**src/rtl/card_shoe.sv**
```systemverilog
// ---------------------------------------------------------------------------
// card_shoe
//
// Multi-deck blackjack shoe that deals without replacement. The shoe keeps a
// remaining count for each rank (1 = ace .. 10 = ten/J/Q/K). A deal picks a
// weighted-random rank: a free-running 16-bit Galois LFSR is scaled into a
// card index below cardsRemaining. The rank counts are then walked one rank
// per cycle until the index falls inside a rank's bucket. That rank is dealt
// and decremented. A shuffle refills every rank to its full-shoe value.
//
// Optional feature: define SHOE_COUNT_EN to add the runningCount port. This
// port carries a registered, saturating hi-lo count of the dealt cards.
//
// Ports:
//   clk            in   1        rising-edge clock
//   reset          in   1        asynchronous, active-high reset
//   requestCard    in   1        deal request, only looked at in IDLE
//   shuffle        in   1        refill request, only looked at in IDLE
//                                (wins over requestCard)
//   dealtCard      out  4        dealt rank 1..10, 0 when cardValid is low
//   cardValid      out  1        one-cycle pulse marking dealtCard
//   busy           out  1        high whenever the FSM is not in IDLE
//   cardsRemaining out  REM_W    cards left in the shoe
//   lowShoe        out  1        cardsRemaining < RESHUFFLE_THRESHOLD
//   shoeEmpty      out  1        cardsRemaining == 0
//   runningCount   out  COUNT_W  signed hi-lo count (SHOE_COUNT_EN only)
// ---------------------------------------------------------------------------
module card_shoe #(
    parameter int          NUM_DECKS           = 1,
    parameter int          RESHUFFLE_THRESHOLD = 13,
    parameter logic [15:0] SEED                = 16'hACE1,
`ifdef SHOE_COUNT_EN
    parameter int          COUNT_W             = 8,
`endif
    localparam int         REM_W               = $clog2(52 * NUM_DECKS + 1)
) (
    input  logic              clk,
    input  logic              reset,
    input  logic              requestCard,
    input  logic              shuffle,
    output logic [3:0]        dealtCard,
    output logic              cardValid,
    output logic              busy,
    output logic [REM_W-1:0]  cardsRemaining,
    output logic              lowShoe,
`ifdef SHOE_COUNT_EN
    output logic              shoeEmpty,
    output logic signed [COUNT_W-1:0] runningCount
`else
    output logic              shoeEmpty
`endif
);

    localparam logic [REM_W-1:0] FULL_RANK = REM_W'(4 * NUM_DECKS);
    localparam logic [REM_W-1:0] FULL_TEN  = REM_W'(16 * NUM_DECKS);
    localparam logic [REM_W-1:0] FULL_SHOE = REM_W'(52 * NUM_DECKS);

    typedef enum logic [2:0] {IDLE, SCALE, SEARCH, DEAL, REFILL} state_t;

    state_t           state;
    state_t           next_state;
    logic [15:0]      lfsr;
    logic [REM_W-1:0] idx;
    logic [3:0]       rank;
    logic [3:0]       sel;
    logic [REM_W-1:0] cnt [1:10];
    logic             hit;

    // The status flags come straight from the remaining-card count. They
    // therefore move on the same edge that the deal or refill updates it.
    assign busy      = (state != IDLE);
    assign shoeEmpty = (cardsRemaining == '0);
    assign lowShoe   = (32'(cardsRemaining) < 32'(RESHUFFLE_THRESHOLD));

    // The search index lands inside the bucket of the rank under inspection.
    assign hit = (idx < cnt[rank]);

    // State register. Reset mid-deal simply abandons the deal.
    always_ff @(posedge clk or posedge reset) begin
        if (reset) begin
            state <= IDLE;
        end else begin
            state <= next_state;
        end
    end

    // Next-state logic. Requests are only honoured in IDLE, so anything
    // raised while busy is dropped. Shuffle takes priority over a deal.
    // An empty shoe ignores deal requests.
    always_comb begin
        next_state = state;
        case (state)
            IDLE: begin
                if (shuffle) begin
                    next_state = REFILL;
                end else if (requestCard && !shoeEmpty) begin
                    next_state = SCALE;
                end
            end
            SCALE:   next_state = SEARCH;
            SEARCH:  if (hit) next_state = DEAL;
            DEAL:    next_state = IDLE;
            REFILL:  next_state = IDLE;
            default: next_state = IDLE;
        endcase
    end

    // Datapath: LFSR, rank counts, search registers and the card outputs.
    // SCALE maps the LFSR onto [0, cardsRemaining) with a multiply-high, so
    // each remaining card is roughly equally likely. SEARCH subtracts whole
    // rank buckets until the index lands in one. Empty ranks have a
    // zero-size bucket and are skipped without special handling. Since idx
    // stays below the total count, the walk always stops by rank 10.
    always_ff @(posedge clk or posedge reset) begin
        if (reset) begin
            lfsr           <= SEED;
            idx            <= '0;
            rank           <= 4'd1;
            sel            <= 4'd1;
            dealtCard      <= 4'd0;
            cardValid      <= 1'b0;
            cardsRemaining <= FULL_SHOE;
            for (int i = 1; i <= 10; i++) begin
                cnt[i] <= (i == 10) ? FULL_TEN : FULL_RANK;
            end
        end else begin
            lfsr      <= {1'b0, lfsr[15:1]} ^ (lfsr[0] ? 16'hB400 : 16'h0000);
            cardValid <= 1'b0;
            dealtCard <= 4'd0;
            case (state)
                SCALE: begin
                    idx  <= REM_W'((32'(lfsr) * 32'(cardsRemaining)) >> 16);
                    rank <= 4'd1;
                end
                SEARCH: begin
                    if (hit) begin
                        sel <= rank;
                    end else begin
                        idx  <= idx - cnt[rank];
                        rank <= rank + 4'd1;
                    end
                end
                DEAL: begin
                    cnt[sel]       <= cnt[sel] - REM_W'(1);
                    cardsRemaining <= cardsRemaining - REM_W'(1);
                    dealtCard      <= sel;
                    cardValid      <= 1'b1;
                end
                REFILL: begin
                    cardsRemaining <= FULL_SHOE;
                    for (int i = 1; i <= 10; i++) begin
                        cnt[i] <= (i == 10) ? FULL_TEN : FULL_RANK;
                    end
                end
                default: ;
            endcase
        end
    end

`ifdef SHOE_COUNT_EN
    localparam logic signed [COUNT_W-1:0] CNT_MAX = {1'b0, {(COUNT_W-1){1'b1}}};
    localparam logic signed [COUNT_W-1:0] CNT_MIN = {1'b1, {(COUNT_W-1){1'b0}}};

    // Hi-lo count: low cards (2..6) add one and aces/tens subtract one.
    // The count sticks at the signed limits instead of wrapping, and a
    // refill clears it because the shoe starts over.
    always_ff @(posedge clk or posedge reset) begin
        if (reset) begin
            runningCount <= '0;
        end else if (state == REFILL) begin
            runningCount <= '0;
        end else if (state == DEAL) begin
            if (sel >= 4'd2 && sel <= 4'd6) begin
                if (runningCount != CNT_MAX) begin
                    runningCount <= runningCount + COUNT_W'(1);
                end
            end else if (sel == 4'd1 || sel == 4'd10) begin
                if (runningCount != CNT_MIN) begin
                    runningCount <= runningCount - COUNT_W'(1);
                end
            end
        end
    end
`endif

endmodule
```
**config.mk**
```make
export PLATFORM = sky130hd
export DESIGN_NAME = card_shoe
export DESIGN_NICKNAME = d
export VERILOG_FILES = /design/src/rtl/card_shoe.sv
export SDC_FILE = /design/constraint.sdc
export NUM_CORES = 1
export LEC_CHECK = 0
export BUFFER_PORTS_ARGS = -buffer_cell sky130_fd_sc_hd__buf_2
export CORE_ASPECT_RATIO = 0.8
export CORE_MARGIN = 2
export CORE_UTILIZATION = 60
export CTS_BUF_LIST = sky130_fd_sc_hd__clkbuf_16
export CTS_CLUSTER_DIAMETER = 200
export DETAILED_ROUTE_END_ITERATION = 16
export HOLD_SLACK_MARGIN = 0.12
export PLACE_DENSITY_LB_ADDON = 0.12
export SYNTH_ARGS = -nofsm -noshare
export SYNTH_HDL_FRONTEND = slang
export SYNTH_SLANG_ARGS = --single-unit
```
**constraint.sdc**
```tcl
create_clock -name clk -period 6 [get_ports clk]
set_input_delay 0.3 -clock clk [delete_from_list [all_inputs] [get_ports clk]]
set_output_delay 0.3 -clock clk [all_outputs]
set_load 0.01 [all_outputs]
```
==> metrics.md, run 1 <==
| Metric | Value |
|---|---|
| Die area | `between 0.01 and 0.015 mm^2` |
| Die width | `134 um` |
| Most used DFF post-synth | `dfrtp_1` |
| Synth area leaders | `dfrtp_1 (25%), fa_1 (14%), dfstp_2 (7.5%)` |
| Data required time of the worst path | `6230 ps` |
| Clock Skew | `~11 ps` |
| Final setup TNS | `0 ps` |
| Layout net count | `~940` |
| Total gr overflow | `0` |
| Share of flip-flops with an asynchronous set or reset | `100%` |
| Metal3 WL | `1.94 mm` |
| Area growth syn-to-layout | `5.70%` |
| Synth Cell Area | `0.00810 mm^2` |
| 1st-iter DRT viols | `590` |
| Pre-CTS setup slack | `1220 ps` |
| Cell taking the most area after synthesis | `dfrtp_1` |
| Max Root-Sink Buffers | `2` |
| Seq/Total Area, Yosys | `around a third` |
| Avg Cell Area, Syn | `around 9.5 um^2` |
| Placement Rows | `37` |
| Worst skew pair latency | `350 ps` |
| Area after DPL | `between 0.008 and 0.009 mm^2` |
| Max Cap Viol | `0` |
| DR WL/cell | `19.5 um` |
| Top Layer Used | `met4` |
| Post-CTS Resized | `0` |
| Final period util | `80.9%` |
| Maximum vdd drop | `346 uV` |
| Core area | `0.0130 mm^2` |
| DRT Wirelength | `19.8 mm` |
| Initial Util | `62.2%` |
| Root Driver | `clkbuf_16` |
| First-pass DRT Iterations | `6` |
| Most common cell after layout, fill and taps aside | `inv_1` |
| Yosys warns | `0` |
| Largest net degree at the start of global routing | `69` |
| Antenna violations before repair | `0` |
| Most frequent cells in the layout | `inv_1 (93), and2_1 (86), dfrtp_1 (81)` |
| H-tree levels | `3` |
| Met2 WL | `8.63 mm` |
| Distinct cell type count after synthesis | `66` |
| Share of cells above drive strength 1 | `12.2%` |
| Placer Congestion | `0.980` |
| First-pass GRT wire length | `33.0 mm` |
| CP startpoint kind | `flip-flop` |
| CP Capture Type | `flip-flop` |
| Kind of critical path | `flip-flop to flip-flop` |
| HP Class | `input port to flip-flop` |
| RSZ-0062 raised after global routing | `false` |
| PortBufs | `17` |
| Slew HR | `31.6%` |
| Top Ports | `18` |
| Top cell type's share of synthesized area | `25.0%` |
| Antenna Cells | `0` |
| Total track usage | `29.5%` |
| Post-Synthesis Net Count | `roughly 950` |
| CTS tree | `yes` |
| Number of global-route vias before repair | `slightly above 6000` |
| Clock Pin Slew Worst Setup and Hold Paths | `70 ps` |
| CTS buffer count | `9` |
| Worst-path fanout max | `22` |
| Fin area | `0.00856 mm^2` |
| Lkg Pwr | `0.00407 uW` |
| Sink Count | `approximately 100` |
| Gate Count Post-Synth | `between 800 and 900` |
| DRC | `0` |
| Slew Viols, Final | `0` |
| EDFF count, synth | `0` |
| Peak Freq | `206 MHz` |
| Die height | `~110 um` |
| Final worst slack | `1140 ps` |
| FF+latch count, synth | `104` |
| Final Hold Viols | `0` |
| Antenna-violating nets left | `0` |
| Slew @ Worst Pin | `1020 ps` |
| Vias | `6294` |
| Min Tclk post-route | `about 4900 ps` |
| Worst endpoint data arrival time | `a little over 5000 ps` |
| Hpwl dp | `14.5 mm` |
| Crit path launch | `cardsRemaining[3]$_DFFE_PP0P_` |
| Status | `finished clean` |
| # setup viols final | `0` |
| PD cells | `327 mW/mm^2` |
| Worst r2r src | `cardsRemaining[3]$_DFFE_PP0P_` |
| M1 wire length | `8.93 mm` |
| Hold path start | `shuffle` |
| Vias per Instance | `6.19` |
[timing repair]
action                                 4_1_cts  5_1_grt
endpoints found under the hold margin       33        0
hold buffers                                 1        0
setup buffers                                0        0
[state kept, by name, summed over array words and instances (netlist names)]
register and cells:
cardValid 1, rank 4, state 3, cardsRemaining 6, cnt 60, idx 6
lfsr 16, dealtCard 4, sel 4
[cells in the mapped netlist (23+ instances only)]
master	instances
a21oi_1	41
and2_1	86
clkbuf_1	40
dfrtp_1	81
dfstp_2	23
fa_1	57
ha_1	37
inv_1	93
nand2_1	47
nand3_1	54
nor2_1	44
o21ai_0	66
[power breakdown]
group          total [uW]  switching [uW]  leakage, uW  internal, uW
sequential            967             178      0.00136           789
clock                 628             265     0.000158           363
combinational        1200             782      0.00255           422
[final timing paths]
kind	endpoint	slack, ps	depth (start not counted)
worst max-delay path	idx[5]$_DFFE_PP0P_	1140	13
worst min-delay path	state[0]$_DFFE_PP0P_	160	2
worst max register to register	idx[5]$_DFFE_PP0P_	1140	13
worst min register to register	lfsr[6]$_DFF_PP1_	410	0
max in group asynchronous	lfsr[3]$_DFF_PP0_	4250	4
min in group asynchronous	cnt[25]$_DFFE_PP0P_	510	3
[cells by family (layout without fill, tap and decap cells)]
| group | count (synthesis) | after routing | synth area share [%] |
|---|---|---|---|
| flip-flops | 104 | 104 | 32.5 |
| XOR/XNOR | 18 | 18 | 2.22 |
| AO/OA/AOI/OAI | 177 | 177 | 13.7 |
| buffers and inverters | 142 | 133 | 6.88 |
| AND/OR/NAND/NOR | 275 | 275 | 17.8 |
| multiplexers | 41 | 41 | 7.11 |
| adder cells (fa/ha/maj) | 94 | 94 | 19.8 |
[metal layers]
metal	GRT usage (%)	up-vias
met5	0	-
met2	43.6	296
li1	-	2847
met1	43.6	3115
met4	6.69	0
met3	8.33	36
[per-stage QoR]
stage | power [uW] | cells | hold slack, ps | utilization [%]
global route | 2930 | 1017 | 168 | 65.8
floorplan | 1770 | 851 | 353 | -
finish | 2800 | 1017 | 159 | 65.8
CTS | 2770 | 1017 | 158 | 65.8
detailed placement | 2130 | 1000 | 354 | 63.3
global placement | 2090 | 1000 | 344 | 63.3
[area by class of cell]
| class | instances | area (um^2) |
|---|---|---|
| multi-input combinational | 605 | 4910 |
| fill | 1013 | 4450 |
| sequential | 104 | 2630 |
| inverter | 94 | 355 |
| clock buffer | 9 | 225 |
| tap | 175 | 219 |
| timing repair buffer | 23 | 133 |
| clock inverter | 7 | 86.3 |
[critical path: stages (launching register included)]
cell and delay [ps]:
dfrtp_1 740, and2_1 240, fa_1 450, fa_1 550, inv_1 50, fa_1 530
inv_1 40, ha_1 340, a21oi_1 150, o221ai_1 120, a221oi_1 720, a21oi_1 250
nor3b_1 200, o32a_1 350
(Power assumes the default switching activity.)
==> inputs of run 2 (changes only) <==
==> constraint.sdc (replaced) <==
create_clock -name clk -period 4.8 [get_ports clk]
set_input_delay 0.24 -clock clk [delete_from_list [all_inputs] [get_ports clk]]
set_output_delay 0.24 -clock clk [all_outputs]
set_load 0.01 [all_outputs]
==> run 2 against run 1 <==
Compared with the run above:
- fmax is 5.3% higher
- largest cell class unchanged
- sequential power grew 24%
- clock power increased by 29%
- final cell count increased by 0.98%
- via count rose by 1.9%
- non-clock buffer count grew 10
- clock skew is 0.73 ps lower
- first-iteration DRC count fell by 13%
==> metrics.md, run 2 (synthesized netlist as in run 1, its figures left out) <==
| Metric | Value |
|---|---|
| Sum of buffers and inverters on the critical path | `2` |
| CTS buffer count | `9` |
| Final setup TNS | `0 ps` |
| Clock Skew | `10.3 ps` |
| Antenna Cells | `0` |
| Top delay family on crit path | `adder cells` |
| Total gr overflow | `0` |
| FF+latch area | `0.00263 mm^2` |
| Area of the multi-input gates | `0.00491 mm^2` |
| Largest net degree at the start of global routing | `between 60 and 70` |
| Core area | `between 0.01 and 0.015 mm^2` |
| Die height | `108 um` |
| Most frequent cells in the layout | `inv_1 (92), and2_1 (86), dfrtp_1 (81)` |
| # setup viols final | `0` |
| Worst hold slack | `138 ps` |
| Slew @ Worst Pin | `around 950 ps` |
| Number of global-route vias before repair | `6338` |
| Lkg Pwr | `0.00411 uW` |
| Reg2reg setup slack | `190 ps` |
| Crit path launch | `cardsRemaining[0]$_DFFE_PP0P_` |
| Kind of critical path | `flip-flop to flip-flop` |
| Post-placement cell count | `1009` |
| First-pass GRT wire length | `34.2 mm` |
| Die width | `134 um` |
| H-tree levels | `3` |
| Area growth syn-to-layout | `6.80%` |
| Slowest Stage Delay on Critical Path | `740 ps` |
| Tot Pwr | `about 3600 uW` |
| HP Class | `input port to flip-flop` |
| Placer Congestion | `0.960` |
| Total track usage | `31.1%` |
| Critical-path top delay cell | `dfrtp_1` |
| Fin util | `between 60% and 70%` |
| First-pass DRT Iterations | `5` |
| Most common cell after layout, fill and taps aside | `inv_1` |
| CP startpoint kind | `flip-flop` |
| Top flop regs | `cnt (60), lfsr (16)` |
| Setup Fix Bufs, Post-CTS | `0` |
| Max Cap Viol | `0` |
| DR WL/cell | `20.1 um` |
| Largest reg by FF count | `cnt` |
| Final period util | `96.0%` |
| Worst reg2reg endpoint | `idx[2]$_DFFE_PP0P_` |
| Worst skew pair latency | `between 300 and 400 ps` |
| Layout net count | `945` |
| CP Capture Type | `flip-flop` |
| Peak Freq | `217 MHz` |
| Slew HR | `36.6%` |
| Sink Count | `104` |
| PD cells | `414 mW/mm^2` |
| Non-Filler Instances | `around 1000` |
| CTS tree | `yes` |
| Antenna-violating nets left | `0` |
| Die area | `0.0144 mm^2` |
| Share of cells above drive strength 1 | `13.3%` |
| Reg2Reg Depth | `14` |
| Worst setup endpoint | `idx[2]$_DFFE_PP0P_` |
| Clock Pin Slew Worst Setup and Hold Paths | `80 ps` |
| Crit path depth | `14` |
| Worst endpoint data arrival time | `4860 ps` |
| Final Hold Viols | `0` |
| DRT Wirelength | `around 21 mm` |
| Min Tclk post-route | `4610 ps` |
| Cell mode on critical path | `fa_1` |
| Status | `finished clean` |
| Slew Viols, Final | `0` |
| Worst r2r src | `cardsRemaining[0]$_DFFE_PP0P_` |
| Data required time of the worst path | `5050 ps` |
| Antenna violations before repair | `0` |
| Max reg flops | `60` |
| Max Root-Sink Buffers | `2` |
| DRC | `0` |
| RSZ-0062 raised after global routing | `false` |
| Placement Rows | `37` |
| Initial Util | `62.2%` |
| Top Ports | `18` |
| Worst path cell trace | `and2_1 > fa_1 > fa_1 > inv_1 > fa_1 > inv_1 > ha_1 > a211oi_1 > nand2_1 > a211oi_1 > o41a_1 > o21ai_0 > xnor2_1 > a21o_1` |
| Maximum vdd drop | `447 uV` |
| Root Driver | `clkbuf_16` |
| PortBufs | `17` |
| Vias | `about 6400` |
| Hpwl dp | `14.9 mm` |
| 1st-iter DRT viols | `~510` |
| Vias per Instance | `6.24` |
| Fillers | `1051` |
| Worst-path fanout max | `20` |
-- run 2: layout make-up --
cell class / count / area share (%)
clock inverters: 7 / 1.07
multi-input cells: 605 / 56.8
well taps: 175 / 2.53
repair buffers: 33 / 2.43
inverters: 94 / 4.11
clock buffers: 9 / 2.60
flip-flops and latches: 104 / 30.4
-- run 2: stage by stage --
stage / instance area (um^2) / worst slack [ps]
after floorplan: 8100 / 379
after global placement: 8310 / 399
after detailed placement: 8310 / 276
after CTS: 8640 / 221
after global routing: 8650 / 24.5
final: 8650 / 191
-- run 2: worst min path at each step --
stage	endpoint	from	depth (start not counted)	slack [ps]
CTS	state[0]$_DFFE_PP0P_	requestCard	3	140
floorplan	state[0]$_DFFE_PP0P_	shuffle	1	340
finish	state[0]$_DFFE_PP0P_	requestCard	3	140
global placement	cnt[34]$_DFFE_PP0P_	reset	2	330
detailed placement	cnt[34]$_DFFE_PP0P_	reset	2	350
global route	state[0]$_DFFE_PP0P_	requestCard	3	150
-- run 2: what timing repair did --
item	CTS	global route
resized for setup	0	1
endpoints found under the hold margin	42	0
endpoints found under the setup margin	0	1
hold buffers	2	0
-- run 2: routing by layer --
layer | share of wire [%] | track usage (%)
met5 | 0 | 0
met4 | 1.0 | 6.84
met3 | 9.5 | 6.92
met2 | 43 | 45.6
met1 | 46 | 47.4
-- run 2: worst reg2reg max path, stage by stage, from the launching register on --
cell and delay, ps:
dfrtp_1 740, and2_1 260, fa_1 430, fa_1 490, inv_1 50, fa_1 530
inv_1 50, ha_1 330, a211oi_1 250, nand2_1 110, a211oi_1 440, o41a_1 320
o21ai_0 160, xnor2_1 160, a21o_1 180
-- run 2: report_power, final --
group          internal, uW  switching [uW]
clock                   458             349
combinational           560            1020
sequential              986             213
total                  2000            1580
